### config.mk
export PLATFORM = sky130hd
export DESIGN_NAME = spi_adc_cmd_ctrl_flat
export DESIGN_NICKNAME = d
export VERILOG_FILES = /design/src/rtl/spi_adc_pkg.sv /design/src/rtl/spi_adc_cmd_ctrl_if.sv /design/src/rtl/spi_adc_cmd_ctrl_cs_sync.sv /design/src/rtl/spi_adc_cmd_ctrl.sv /design/src/flat_wrapper.sv
export SDC_FILE = /design/constraint.sdc
export NUM_CORES = 1
export LEC_CHECK = 0
export ABC_CLOCK_PERIOD_IN_PS = 4700
export CAP_MARGIN = 5
export CORE_MARGIN = 5
export CORE_UTILIZATION = 55
export DETAILED_ROUTE_END_ITERATION = 8
export DONT_BUFFER_PORTS = 1
export PLACE_DENSITY = 0.79
export SYNTH_ARGS = -nofsm -noshare
export SYNTH_HDL_FRONTEND = slang
export SYNTH_HIERARCHICAL = 1
export SYNTH_SLANG_ARGS = --single-unit
export TNS_END_PERCENT = 10
### constraint.sdc
create_clock -name sys_clk -period 4.7 [get_ports sys_clk]
set_clock_uncertainty 0.2 [all_clocks]
set_input_delay 0.94 -clock sys_clk [delete_from_list [all_inputs] [get_ports sys_clk]]
set_output_delay 0.94 -clock sys_clk [all_outputs]
set_load 0.02 [all_outputs]
### src/rtl/spi_adc_pkg.sv
// Shared definitions for the SPI ADC command controller: command codes,
// frame FSM encoding, readback length and the readback byte mux.
package spi_adc_pkg;

   localparam logic [7:0] CMD_SNAPSHOT = 8'h01;
   localparam logic [7:0] CMD_READ     = 8'h02;
   localparam logic [7:0] CMD_STATUS   = 8'h03;
   localparam logic [7:0] CMD_WRDECIM  = 8'h10;

   // Number of bytes returned by a READ frame
   localparam int READ_LEN = 6;

   typedef enum logic [2:0] {
      ST_IDLE,
      ST_CMD,
      ST_READ,
      ST_WARG,
      ST_DRAIN
   } state_e;

   // Snapshot readback order: ch1 hi/lo, ch2 hi/lo, seq hi/lo
   function automatic logic [7:0] read_byte(input logic [2:0]  idx,
                                            input logic [11:0] ch1,
                                            input logic [11:0] ch2,
                                            input logic [15:0] seq);
      logic [7:0] b;
      case (idx)
         3'd0:    b = {4'b0, ch1[11:8]};
         3'd1:    b = ch1[7:0];
         3'd2:    b = {4'b0, ch2[11:8]};
         3'd3:    b = ch2[7:0];
         3'd4:    b = seq[15:8];
         3'd5:    b = seq[7:0];
         default: b = 8'h00;
      endcase
      return b;
   endfunction

endpackage

### src/rtl/spi_adc_cmd_ctrl_if.sv
// Byte-level SPI driver link plus the ADC sample stream feeding the
// command controller. master = driver/ADC side, slave = controller.
interface spi_adc_cmd_ctrl_if;
   logic [7:0]  rec_data;
   logic        rec_done;
   logic [7:0]  response_data;
   logic        smp_valid;
   logic [11:0] smp_ch1;
   logic [11:0] smp_ch2;

   modport master (
      output rec_data, rec_done, smp_valid, smp_ch1, smp_ch2,
      input  response_data
   );

   modport slave (
      input  rec_data, rec_done, smp_valid, smp_ch1, smp_ch2,
      output response_data
   );
endinterface

### src/rtl/spi_adc_cmd_ctrl_cs_sync.sv
// Chip-select synchroniser with edge pulses. Edges are suppressed for the
// first few cycles after reset so that a reset released while cs_n is
// already low is not mistaken for the start of a new frame.
module cs_sync (
   input  logic clk,
   input  logic rst_n,
   input  logic cs_n,
   output logic frame_active,
   output logic cs_fall,
   output logic cs_rise
);

   logic       s1_q, s1_d;
   logic       s2_q, s2_d;
   logic       prev_q, prev_d;
   logic [2:0] warm_q, warm_d;

   // Next-state for the synchroniser chain and warm-up shift register
   always_comb begin
      s1_d   = cs_n;
      s2_d   = s1_q;
      prev_d = s2_q;
      warm_d = {warm_q[1:0], 1'b1};
   end

   // Flops reset to the deasserted (high) chip-select level
   always_ff @(posedge clk or negedge rst_n) begin
      if (!rst_n) begin
         s1_q   <= 1'b1;
         s2_q   <= 1'b1;
         prev_q <= 1'b1;
         warm_q <= '0;
      end else begin
         s1_q   <= s1_d;
         s2_q   <= s2_d;
         prev_q <= prev_d;
         warm_q <= warm_d;
      end
   end

   assign frame_active = ~s2_q;
   assign cs_fall      = warm_q[2] &  prev_q & ~s2_q;
   assign cs_rise      = warm_q[2] & ~prev_q &  s2_q;

endmodule

### src/rtl/spi_adc_cmd_ctrl.sv
// Command controller between the SPI slave byte driver and the dual 12-bit
// ADC capture path: sample decimation, snapshot capture and readback.
module spi_adc_cmd_ctrl
   import spi_adc_pkg::*;
#(
   parameter logic [7:0] DECIM_RST = 8'd0,
   parameter logic [7:0] ACK_BYTE  = 8'hA5,
   parameter logic [7:0] ERR_BYTE  = 8'hEE
) (
   input  logic               sys_clk,
   input  logic               rst_n,
   input  logic               cs_n,
   spi_adc_cmd_ctrl_if.slave  bus,
   output logic               frame_active,
   output logic               snap_valid
);

   logic cs_fall, cs_rise;

   // Live path
   logic [7:0]  dcnt_q, dcnt_d;
   logic [7:0]  decim_q, decim_d;
   logic [11:0] live_ch1_q, live_ch1_d;
   logic [11:0] live_ch2_q, live_ch2_d;
   logic [15:0] seq_q, seq_d;
   logic        decim_wr;

   // Frame / snapshot path
   state_e      state_q, state_d;
   logic [2:0]  idx_q, idx_d;
   logic [7:0]  resp_q, resp_d;
   logic [11:0] snap_ch1_q, snap_ch1_d;
   logic [11:0] snap_ch2_q, snap_ch2_d;
   logic [15:0] snap_seq_q, snap_seq_d;
   logic        snap_valid_q, snap_valid_d;
   logic        overrun_q, overrun_d;

   cs_sync u_cs_sync (
      .clk          (sys_clk),
      .rst_n        (rst_n),
      .cs_n         (cs_n),
      .frame_active (frame_active),
      .cs_fall      (cs_fall),
      .cs_rise      (cs_rise)
   );

   // Decimate incoming samples into the live registers; a decim write
   // restarts the decimation count
   always_comb begin
      dcnt_d     = dcnt_q;
      live_ch1_d = live_ch1_q;
      live_ch2_d = live_ch2_q;
      seq_d      = seq_q;
      if (bus.smp_valid) begin
         if (dcnt_q == decim_q) begin
            live_ch1_d = bus.smp_ch1;
            live_ch2_d = bus.smp_ch2;
            seq_d      = seq_q + 16'd1;
            dcnt_d     = '0;
         end else begin
            dcnt_d = dcnt_q + 8'd1;
         end
      end
      if (decim_wr)
         dcnt_d = '0;
   end

   // Frame FSM: command decode, readback sequencing and response byte.
   // Snapshot reads the live *_q registers, so a same-cycle live update
   // is not seen by the capture.
   always_comb begin
      state_d      = state_q;
      idx_d        = idx_q;
      resp_d       = resp_q;
      snap_ch1_d   = snap_ch1_q;
      snap_ch2_d   = snap_ch2_q;
      snap_seq_d   = snap_seq_q;
      snap_valid_d = snap_valid_q;
      overrun_d    = overrun_q;
      decim_d      = decim_q;
      decim_wr     = 1'b0;

      if (cs_rise) begin
         state_d = ST_IDLE;
      end else begin
         case (state_q)
            ST_IDLE: begin
               if (cs_fall) begin
                  state_d = ST_CMD;
                  resp_d  = 8'h00;
               end
            end
            ST_CMD: begin
               if (bus.rec_done) begin
                  case (bus.rec_data)
                     CMD_SNAPSHOT: begin
                        snap_ch1_d   = live_ch1_q;
                        snap_ch2_d   = live_ch2_q;
                        snap_seq_d   = seq_q;
                        if (snap_valid_q)
                           overrun_d = 1'b1;
                        snap_valid_d = 1'b1;
                        resp_d       = ACK_BYTE;
                        state_d      = ST_DRAIN;
                     end
                     CMD_READ: begin
                        resp_d  = read_byte(3'd0, snap_ch1_q, snap_ch2_q, snap_seq_q);
                        idx_d   = 3'd1;
                        state_d = ST_READ;
                     end
                     CMD_STATUS: begin
                        resp_d    = {6'b0, overrun_q, snap_valid_q};
                        overrun_d = 1'b0;
                        state_d   = ST_DRAIN;
                     end
                     CMD_WRDECIM: begin
                        resp_d  = decim_q;
                        state_d = ST_WARG;
                     end
                     default: begin
                        resp_d  = ERR_BYTE;
                        state_d = ST_DRAIN;
                     end
                  endcase
               end
            end
            ST_READ: begin
               if (bus.rec_done) begin
                  if (idx_q < 3'(READ_LEN)) begin
                     resp_d = read_byte(idx_q, snap_ch1_q, snap_ch2_q, snap_seq_q);
                     idx_d  = idx_q + 3'd1;
                  end else begin
                     snap_valid_d = 1'b0;
                     resp_d       = 8'h00;
                     state_d      = ST_DRAIN;
                  end
               end
            end
            ST_WARG: begin
               if (bus.rec_done) begin
                  decim_d  = bus.rec_data;
                  decim_wr = 1'b1;
                  resp_d   = ACK_BYTE;
                  state_d  = ST_DRAIN;
               end
            end
            ST_DRAIN: begin
               if (bus.rec_done)
                  resp_d = 8'h00;
            end
            default: state_d = ST_IDLE;
         endcase
      end
   end

   // State registers for both paths
   always_ff @(posedge sys_clk or negedge rst_n) begin
      if (!rst_n) begin
         dcnt_q       <= '0;
         decim_q      <= DECIM_RST;
         live_ch1_q   <= '0;
         live_ch2_q   <= '0;
         seq_q        <= '0;
         state_q      <= ST_IDLE;
         idx_q        <= '0;
         resp_q       <= 8'h00;
         snap_ch1_q   <= '0;
         snap_ch2_q   <= '0;
         snap_seq_q   <= '0;
         snap_valid_q <= 1'b0;
         overrun_q    <= 1'b0;
      end else begin
         dcnt_q       <= dcnt_d;
         decim_q      <= decim_d;
         live_ch1_q   <= live_ch1_d;
         live_ch2_q   <= live_ch2_d;
         seq_q        <= seq_d;
         state_q      <= state_d;
         idx_q        <= idx_d;
         resp_q       <= resp_d;
         snap_ch1_q   <= snap_ch1_d;
         snap_ch2_q   <= snap_ch2_d;
         snap_seq_q   <= snap_seq_d;
         snap_valid_q <= snap_valid_d;
         overrun_q    <= overrun_d;
      end
   end

   assign bus.response_data = resp_q;
   assign snap_valid        = snap_valid_q;

endmodule

### src/flat_wrapper.sv
// flat-port wrapper written by rule: the top's interface ports become plain ports
module spi_adc_cmd_ctrl_flat import spi_adc_pkg::*;
#(
   parameter logic [7:0] DECIM_RST = 8'd0,
   parameter logic [7:0] ACK_BYTE  = 8'hA5,
   parameter logic [7:0] ERR_BYTE  = 8'hEE
)
  (sys_clk, rst_n, cs_n, frame_active, snap_valid, bus_rec_data, bus_rec_done, bus_smp_valid, bus_smp_ch1, bus_smp_ch2, bus_response_data);
  spi_adc_cmd_ctrl_if bus_i ();
  input  logic sys_clk;
  input  logic rst_n;
  input  logic cs_n;
  output logic frame_active;
  output logic snap_valid;
  input wire logic [$bits(bus_i.rec_data)-1:0] bus_rec_data;
  input wire logic [$bits(bus_i.rec_done)-1:0] bus_rec_done;
  input wire logic [$bits(bus_i.smp_valid)-1:0] bus_smp_valid;
  input wire logic [$bits(bus_i.smp_ch1)-1:0] bus_smp_ch1;
  input wire logic [$bits(bus_i.smp_ch2)-1:0] bus_smp_ch2;
  output wire logic [$bits(bus_i.response_data)-1:0] bus_response_data;
  assign bus_i.rec_data = bus_rec_data;
  assign bus_i.rec_done = bus_rec_done;
  assign bus_i.smp_valid = bus_smp_valid;
  assign bus_i.smp_ch1 = bus_smp_ch1;
  assign bus_i.smp_ch2 = bus_smp_ch2;
  assign bus_response_data = bus_i.response_data;
  spi_adc_cmd_ctrl #(.DECIM_RST(DECIM_RST), .ACK_BYTE(ACK_BYTE), .ERR_BYTE(ERR_BYTE)) u_core (.sys_clk(sys_clk), .rst_n(rst_n), .cs_n(cs_n), .bus(bus_i), .frame_active(frame_active), .snap_valid(snap_valid));
endmodule
==> results of run 1 <==
[cells by family after synthesis]
family          count (synthesis)  share of synthesized area
mux                            53                      0.108
simple gates                  191                      0.173
other cells                     1                   0.000682
flops                         118                      0.538
xor+xnor                       28                     0.0446
buf+inv                        34                     0.0296
fa+ha+maj                       7                     0.0159
compound gates                 68                     0.0895
[worst min path at each step]
stage	from	endpoint	slack [ns]	cells past startpoint
finish	rst_n	u_core/u_cs_sync/s1_q$_DFF_PN1_	0.07	0
global route	rst_n	u_core/u_cs_sync/s1_q$_DFF_PN1_	0.03	0
CTS	rst_n	u_core/u_cs_sync/s1_q$_DFF_PN1_	0.04	0
detailed placement	u_core/u_cs_sync/warm_q[0]$_DFF_PN0_	u_core/u_cs_sync/warm_q[1]$_DFF_PN0_	0.13	0
global placement	u_core/u_cs_sync/warm_q[0]$_DFF_PN0_	u_core/u_cs_sync/warm_q[1]$_DFF_PN0_	0.13	0
floorplan	u_core/u_cs_sync/warm_q[0]$_DFF_PN0_	u_core/u_cs_sync/warm_q[1]$_DFF_PN0_	0.13	0
[registers in the layout, summed over array words and instances, names as in the netlist, 3 cells and up]
register	flops
u_core/live_ch1_q	12
u_core/seq_q	16
u_core/snap_seq_q	16
u_core/idx_q	3
u_core/snap_ch2_q	12
u_core/decim_q	8
u_core/state_q	3
u_core/snap_ch1_q	12
u_core/u_cs_sync/warm_q	3
u_core/bus.response_data	8
u_core/dcnt_q	8
u_core/live_ch2_q	12
[report_power, final]
part / switching (mW) / total [mW] / leakage, nW / internal, mW
combinational: 0.353 / 0.586 / 1.10 / 0.232
clock: 0.471 / 1.46 / 0.323 / 0.988
sequential: 0.197 / 1.41 / 1.56 / 1.21
total: 1.02 / 3.45 / 2.98 / 2.43
[layout make-up]
class	count	area, um^2	area share
clock buffer	18	428	0.0684
clock inverter	14	244	0.0390
inverter	7	26.3	0.00420
multi-input combinational	348	2380	0.381
sequential	118	2960	0.473
tap	133	166	0.0266
timing repair buffer	4	50.0	0.00800
[cell usage in the layout, fill, tap and decap left out, types with 4 or more instances in the layout]
cell,Yosys,routed
o21ai_0,10,10
nand2b_1,6,6
a222oi_1,8,8
and3_1,11,11
dfrtp_1,115,115
xnor2_1,24,24
a21oi_1,14,14
inv_6,0,4
mux2_2,47,47
and2_1,4,4
a211o_1,5,5
o22ai_1,5,5
nor3b_1,4,4
ha_1,7,7
nand2_1,94,94
nor2_1,21,21
xor2_1,4,4
bufinv_16,0,6
clkbuf_16,0,16
nand4_1,12,12
nor2b_1,4,4
nor3_1,4,4
mux2_1,5,5
inv_1,7,7
nand3_1,8,8
[per-stage QoR]
stage	instance area, um^2	util
floorplan	5500	-
global placement	5560	0.568
detailed placement	5560	0.568
CTS	6260	0.640
global route	6260	0.640
finish	6260	0.640
[per-layer routing]
layer | vias to the layer above | routed length, um | global-route usage
li1 | 1768 | - | -
met1 | 1901 | 5150 | 0.275
met2 | 119 | 5730 | 0.339
met3 | 10 | 786 | 0.0728
met4 | 0 | 147 | 0.0712
met5 | - | 0 | 0
==> summary.md, run 1 <==
| Metric | Value |
|---|---|
| Synth cell types | `59` |
| CP Max Fanout | `42` |
| Cell with the most instances after synthesis | `dfrtp_1` |
| Via count | `3798` |
| R2r endpoint | `u_core/snap_ch1_q[4]$_DFFE_PN0P_` |
| Crit. End Element | `flip-flop` |
| Core box area | `9770 um^2` |
| Hold slack | `0.0674 ns` |
| Pwr dens | `552 nW/um^2` |
| Max-slew violations | `0` |
| Top cell type's share of synthesized area | `0.524` |
| Share of cells above drive strength 1 | `0.187` |
| I/O pins | `47` |
| Cell taking the most area after synthesis | `dfrtp_1` |
| YS warnings | `6` |
| Post-detail-place hpwl | `7820 um` |
| Dominant cells by area after synthesis | `dfrtp_1 (52%), mux2_2 (9.6%), nand2_1 (6.4%), xnor2_1 (3.8%), ha_1 (1.6%)` |
| RSZ-0062 raised after global routing | `false` |
| Worst vdd ir | `0.318 mV` |
| Sequential share of the synthesized area | `0.538` |
| Tot Pwr | `3.45 mW` |
| First-pass GRT wire length | `19500 um` |
| Achievable frequency | `0.350 GHz` |
| ANT nets after route | `0` |
| Cell count after synthesis | `500` |
| Wire length per cell | `18.4 um` |
| Post-synthesis async set-or-reset flop share | `1.00` |
| Worst slew pin tran | `1.04 ns` |
| Nets | `540` |
| Reg2reg setup slack | `1.88 ns` |
| Routability-driven placement congestion ratio | `0.928` |
| Crit path kind | `in2reg` |
| Core Rows | `36` |
| CP Cell Sequence | `or4_4 -> or2_0 -> nor4_4 -> buf_4 -> mux2_2` |
| Worst path slowest cell | `or4_4` |
| IO buf count | `0` |
| CTS H-tree depth | `4` |
| Pre-CTS setup slack | `1.34 ns` |
| Root buf cell | `clkbuf_8` |
| Crit path launch type | `input pin` |
| Min setup slack post-route | `1.84 ns` |
| Hold Path Class | `in2async` |
| Max cap viols | `0` |
| CP Data Required Time | `4.89 ns` |
| Origin of the worst setup path | `bus_rec_data[2]` |
| Worst rel slew slack | `0.308` |
| Worst-path clk slew | `0.06 ns` |
| Post-CTS setup buffer count | `0` |
| Die area | `12100 um^2` |
| Max stage delay on crit path | `0.55 ns` |
| Post-CTS Hold Fix Bufs | `1` |
| Post-synthesis register bit count | `118` |
| CTS tree | `done` |
| Outcome | `complete, no violations` |
| Static leakage | `2.98 nW` |
| Layout area overhead | `13.8%` |
| R2R depth | `5` |
| # clock sinks | `118` |
| Net count of the mapped netlist | `544` |
| Clock buffer depth | `2` |
| Setup TNS | `0 ns` |
| Largest net degree at the start of global routing | `116` |
| Crit path capture | `u_core/snap_ch1_q[4]$_DFFE_PN0P_` |
| Minimum clock period after layout | `2.86 ns` |
| Global route total overflow | `0` |
| Layout Cells excl Fill | `642` |
| Initial core utilization | `0.562` |
| Buf/Inv on CP | `1` |
| Vias in the first global route | `3860` |
| Period utilization | `0.608` |
| Clk_lat worst skew | `0.51 ns` |
| Detailed-route DRC error count | `0` |
| Reg2reg start | `u_core/state_q[1]$_DFFE_PN0P_` |
| Resize count post-CTS | `0` |
| Post-synth EDFFs | `0` |
| Avg Synthesized Cell Area | `11.0 um^2` |
| DRT iter0 DRCs | `322` |
| # diodes | `0` |
| Placed insts | `609` |
| Initial antenna violation count | `0` |
| Final Setup Violations | `0` |
| Crit path max-delay family | `simple AND/OR/NAND/NOR gates` |
| Synth cell count leaders | `dfrtp_1 (115), nand2_1 (94), mux2_2 (47)` |
| Synth Flop Type | `dfrtp_1` |
| Tot GR Track Use | `0.214` |
| Post-Synthesis Cell Area | `5500 um^2` |
| WP depth | `5` |
| Routed Wire Length | `11800 um` |
| Critical Path AT | `3.05 ns` |
| Final hold violation count | `0` |
| CTS Buf Count | `17` |
| Die height | `110 um` |
| Drt via density | `5.92` |
| Fillers | `770` |
| Die X | `110 um` |
| 1st-pass router iterations | `9` |
(Power assumes the default switching activity.)
==> inputs of run 2 (changes only) <==
ABC_CLOCK_PERIOD_IN_PS = 2520   (was 4700)
PLACE_DENSITY = 0.82   (was 0.79)
clock period = 2.52 ns   (was 4.7 ns; I/O delays follow)
==> summary.md, run 2 (synthesized netlist as in run 1, its figures left out) <==
| Metric | Value |
|---|---|
| Failing checks | `hold timing` |
| Crit path launch type | `flip-flop (was input pin)` |
| CP Cell Sequence | `and3b_2 -> nand2b_4 -> or2_4 -> nor4_4 -> buf_4 -> bufbuf_16 -> mux2_2 (was or4_4 -> or2_0 -> nor4_4 -> buf_4 -> mux2_2)` |
| CP Data Required Time | `2.73 ns (was 4.89 ns)` |
| CTS H-tree depth | `4 (unchanged)` |
| Crit path kind | `reg2reg (was in2reg)` |
| Reg2reg start | `u_core/u_cs_sync/prev_q$_DFF_PN1_ (was u_core/state_q[1]$_DFFE_PN0P_)` |
| Core box area | `9770 um^2 (unchanged)` |
| Hold slack | `-0.529 ns (was 0.0674 ns)` |
| Crit path capture | `u_core/snap_ch1_q[1]$_DFFE_PN0P_ (was u_core/snap_ch1_q[4]$_DFFE_PN0P_)` |
| First-pass GRT wire length | `22100 um (was 19500 um)` |
| Final hold violation count | `118 (was 0)` |
| I/O pins | `47 (unchanged)` |
| Post-CTS Hold Fix Bufs | `34 (was 1)` |
| Net Switching | `1.97 mW (was 1.02 mW)` |
| CP Max Fanout | `11 (was 42)` |
| Vias in the first global route | `4231 (was 3860)` |
| Worst-path clk slew | `0.06 ns (about the same)` |
| Switching part of the total power | `0.320 (was 0.296)` |
| Clock power frac | `0.373 (was 0.423)` |
| Nets | `595 (was 540)` |
| Core Rows | `36 (unchanged)` |
| Commonest non-fill, non-tap cell in the layout | `dfrtp_1 (unchanged)` |
| Minimum clock period after layout | `2.50 ns` |
| Share of cells above drive strength 1 | `0.207 (was 0.187)` |
| Final Util | `0.694 (was 0.640)` |
| Most frequent cells in the layout | `dfrtp_1 (115), nand2_1 (94), mux2_2 (34), dlygate4sd3_1 (34), xnor2_1 (24) (was dfrtp_1 (115), nand2_1 (94), mux2_2 (47), xnor2_1 (24), nor2_1 (21))` |
| Pwr dens | `910 nW/um^2 (was 552 nW/um^2)` |
| Largest net degree at the start of global routing | `119 (was 116)` |
| CTS tree | `done (unchanged)` |
| # diodes | `0 (unchanged)` |
| Hold Path Class | `in2async (unchanged)` |
| Tot Pwr | `6.17 mW (was 3.45 mW)` |
| Initial antenna violation count | `0 (unchanged)` |
| ANT nets after route | `0 (unchanged)` |
| Routability-driven placement congestion ratio | `0.909 (was 0.928)` |
| Part of the power in registers | `0.422 (was 0.407)` |
| Worst vdd ir | `0.693 mV (was 0.318 mV)` |
| Drt via density | `5.93 (was 5.92)` |
| Clk_lat worst skew | `0.53 ns (was 0.51 ns)` |
| RSZ-0062 raised after global routing | `true (was false)` |
| R2R depth | `7 (was 5)` |
| WP depth | `7 (was 5)` |
| Worst rel slew slack | `0.592 (was 0.308)` |
| Crit. End Element | `flip-flop (unchanged)` |
| Initial core utilization | `0.562 (unchanged)` |
| Die area | `12100 um^2 (unchanged)` |
| DRT iter0 DRCs | `503 (was 322)` |
| Outcome | `finished with violations (was complete, no violations)` |
| Layout Cells excl Fill | `697 (was 642)` |
| Buf/Inv on CP | `2 (was 1)` |
| Top flop regs | `u_core/seq_q (16), u_core/snap_seq_q (16) (unchanged)` |
| Worst slew pin tran | `0.605 ns (was 1.04 ns)` |
| Origin of the worst setup path | `u_core/u_cs_sync/prev_q$_DFF_PN1_ (was bus_rec_data[2])` |
| Routed Wire Length | `14100 um (was 11800 um)` |
| Post-detail-place hpwl | `8400 um (was 7820 um)` |
| Die height | `110 um (unchanged)` |
| Achievable frequency | `0.400 GHz` |
| Final Setup Violations | `0 (unchanged)` |
| CTS Buf Count | `17 (unchanged)` |
| Combinational Power Share | `0.205 (was 0.170)` |
| Tot GR Track Use | `0.248 (was 0.214)` |
| Layout area overhead | `23.5% (was 13.8%)` |
| Root buf cell | `clkbuf_8 (unchanged)` |
| Reg2reg setup slack | `0.02 ns (was 1.88 ns)` |
| Global route total overflow | `0 (unchanged)` |
| Static leakage | `3.21 nW (was 2.98 nW)` |
| Via count | `4132 (was 3798)` |
| Max cap viols | `0 (unchanged)` |
| Detailed-route DRC error count | `0 (unchanged)` |
| Max-slew violations | `0 (unchanged)` |
| Clock buffer depth | `2 (unchanged)` |
| IO buf count | `0 (unchanged)` |
| Period utilization | `0.993` |
| Die X | `110 um (unchanged)` |
| Worst path slowest cell | `dfstp_2 (was or4_4)` |
| # clock sinks | `118 (unchanged)` |
| Wire length per cell | `20.3 um (was 18.4 um)` |
| Placed insts | `623 (was 609)` |
| Internal power | `4.20 mW (was 2.43 mW)` |
| R2r endpoint | `u_core/snap_ch1_q[1]$_DFFE_PN0P_ (was u_core/snap_ch1_q[4]$_DFFE_PN0P_)` |
| Crit path max-delay family | `simple AND/OR/NAND/NOR gates (unchanged)` |
| 1st-pass router iterations | `7 (was 9)` |
| Critical Path AT | `2.71 ns (was 3.05 ns)` |
| Max stage delay on crit path | `0.52 ns (was 0.55 ns)` |
## run 2: through the flow
stage	worst slack (ns)	area [um^2]	TNS (ns)
floorplan	-0.123	5500	-4.45
global placement	-0.0441	5670	-1.53
detailed placement	-0.0816	5670	-2.54
CTS	-0.0100	6730	-0.0911
global route	-0.0382	6790	-0.344
finish	0.0171	6790	0
## run 2: worst min-delay path by stage
stage	from	to	depth (start not counted)
3_3_place_gp	rst_n	u_core/dcnt_q[5]$_DFFE_PN0P_	0
6_report	rst_n	u_core/dcnt_q[3]$_DFFE_PN0P_	0
5_1_grt	rst_n	u_core/dcnt_q[4]$_DFFE_PN0P_	0
4_1_cts	rst_n	u_core/live_ch2_q[0]$_DFFE_PN0P_	0
3_5_place_dp	rst_n	u_core/dcnt_q[6]$_DFFE_PN0P_	0
2_1_floorplan	rst_n	u_core/bus.response_data[0]$_DFFE_PN0P_	0
## run 2: power by group through the flow
stage               sequential, mW  clock [mW]  combinational, mW
floorplan                     2.51           0              0.892
global placement              2.60           0               1.11
detailed placement            2.62           0               1.16
CTS                           2.59        2.35               1.24
global route                  2.64        2.43               1.41
finish                        2.60        2.30               1.27
## run 2: worst reg2reg max path: stages (launching register included)
cell       delay, ns
dfstp_2         0.52
and3b_2         0.21
nand2b_4        0.15
or2_4           0.24
nor4_4          0.28
buf_4           0.17
bufbuf_16       0.28
mux2_2          0.34
## run 2: metal layers
| metal | global-route usage | part of all wire |
|---|---|---|
| met5 | 0 | 0 |
| met4 | 0.107 | 0.017 |
| met3 | 0.0763 | 0.071 |
| met2 | 0.408 | 0.50 |
| met1 | 0.302 | 0.41 |
## run 2: final cells by class
type,instances,area [um^2]
Clock buffer,18,418
Multi-Input combinational cell,348,2450
Inverter,7,26.3
Clock inverter,14,153
Tap cell,133,166
Sequential cell,118,2960
Timing Repair Buffer,59,618
Fill cell,684,2990
## run 2: repair_timing
action	4_1_cts	5_1_grt
buffers inserted	5	0
gates cloned	3	0
setup endpoints to repair	39	39
hold endpoints to repair	158	118
resized for setup	4	14
pin swaps	1	2
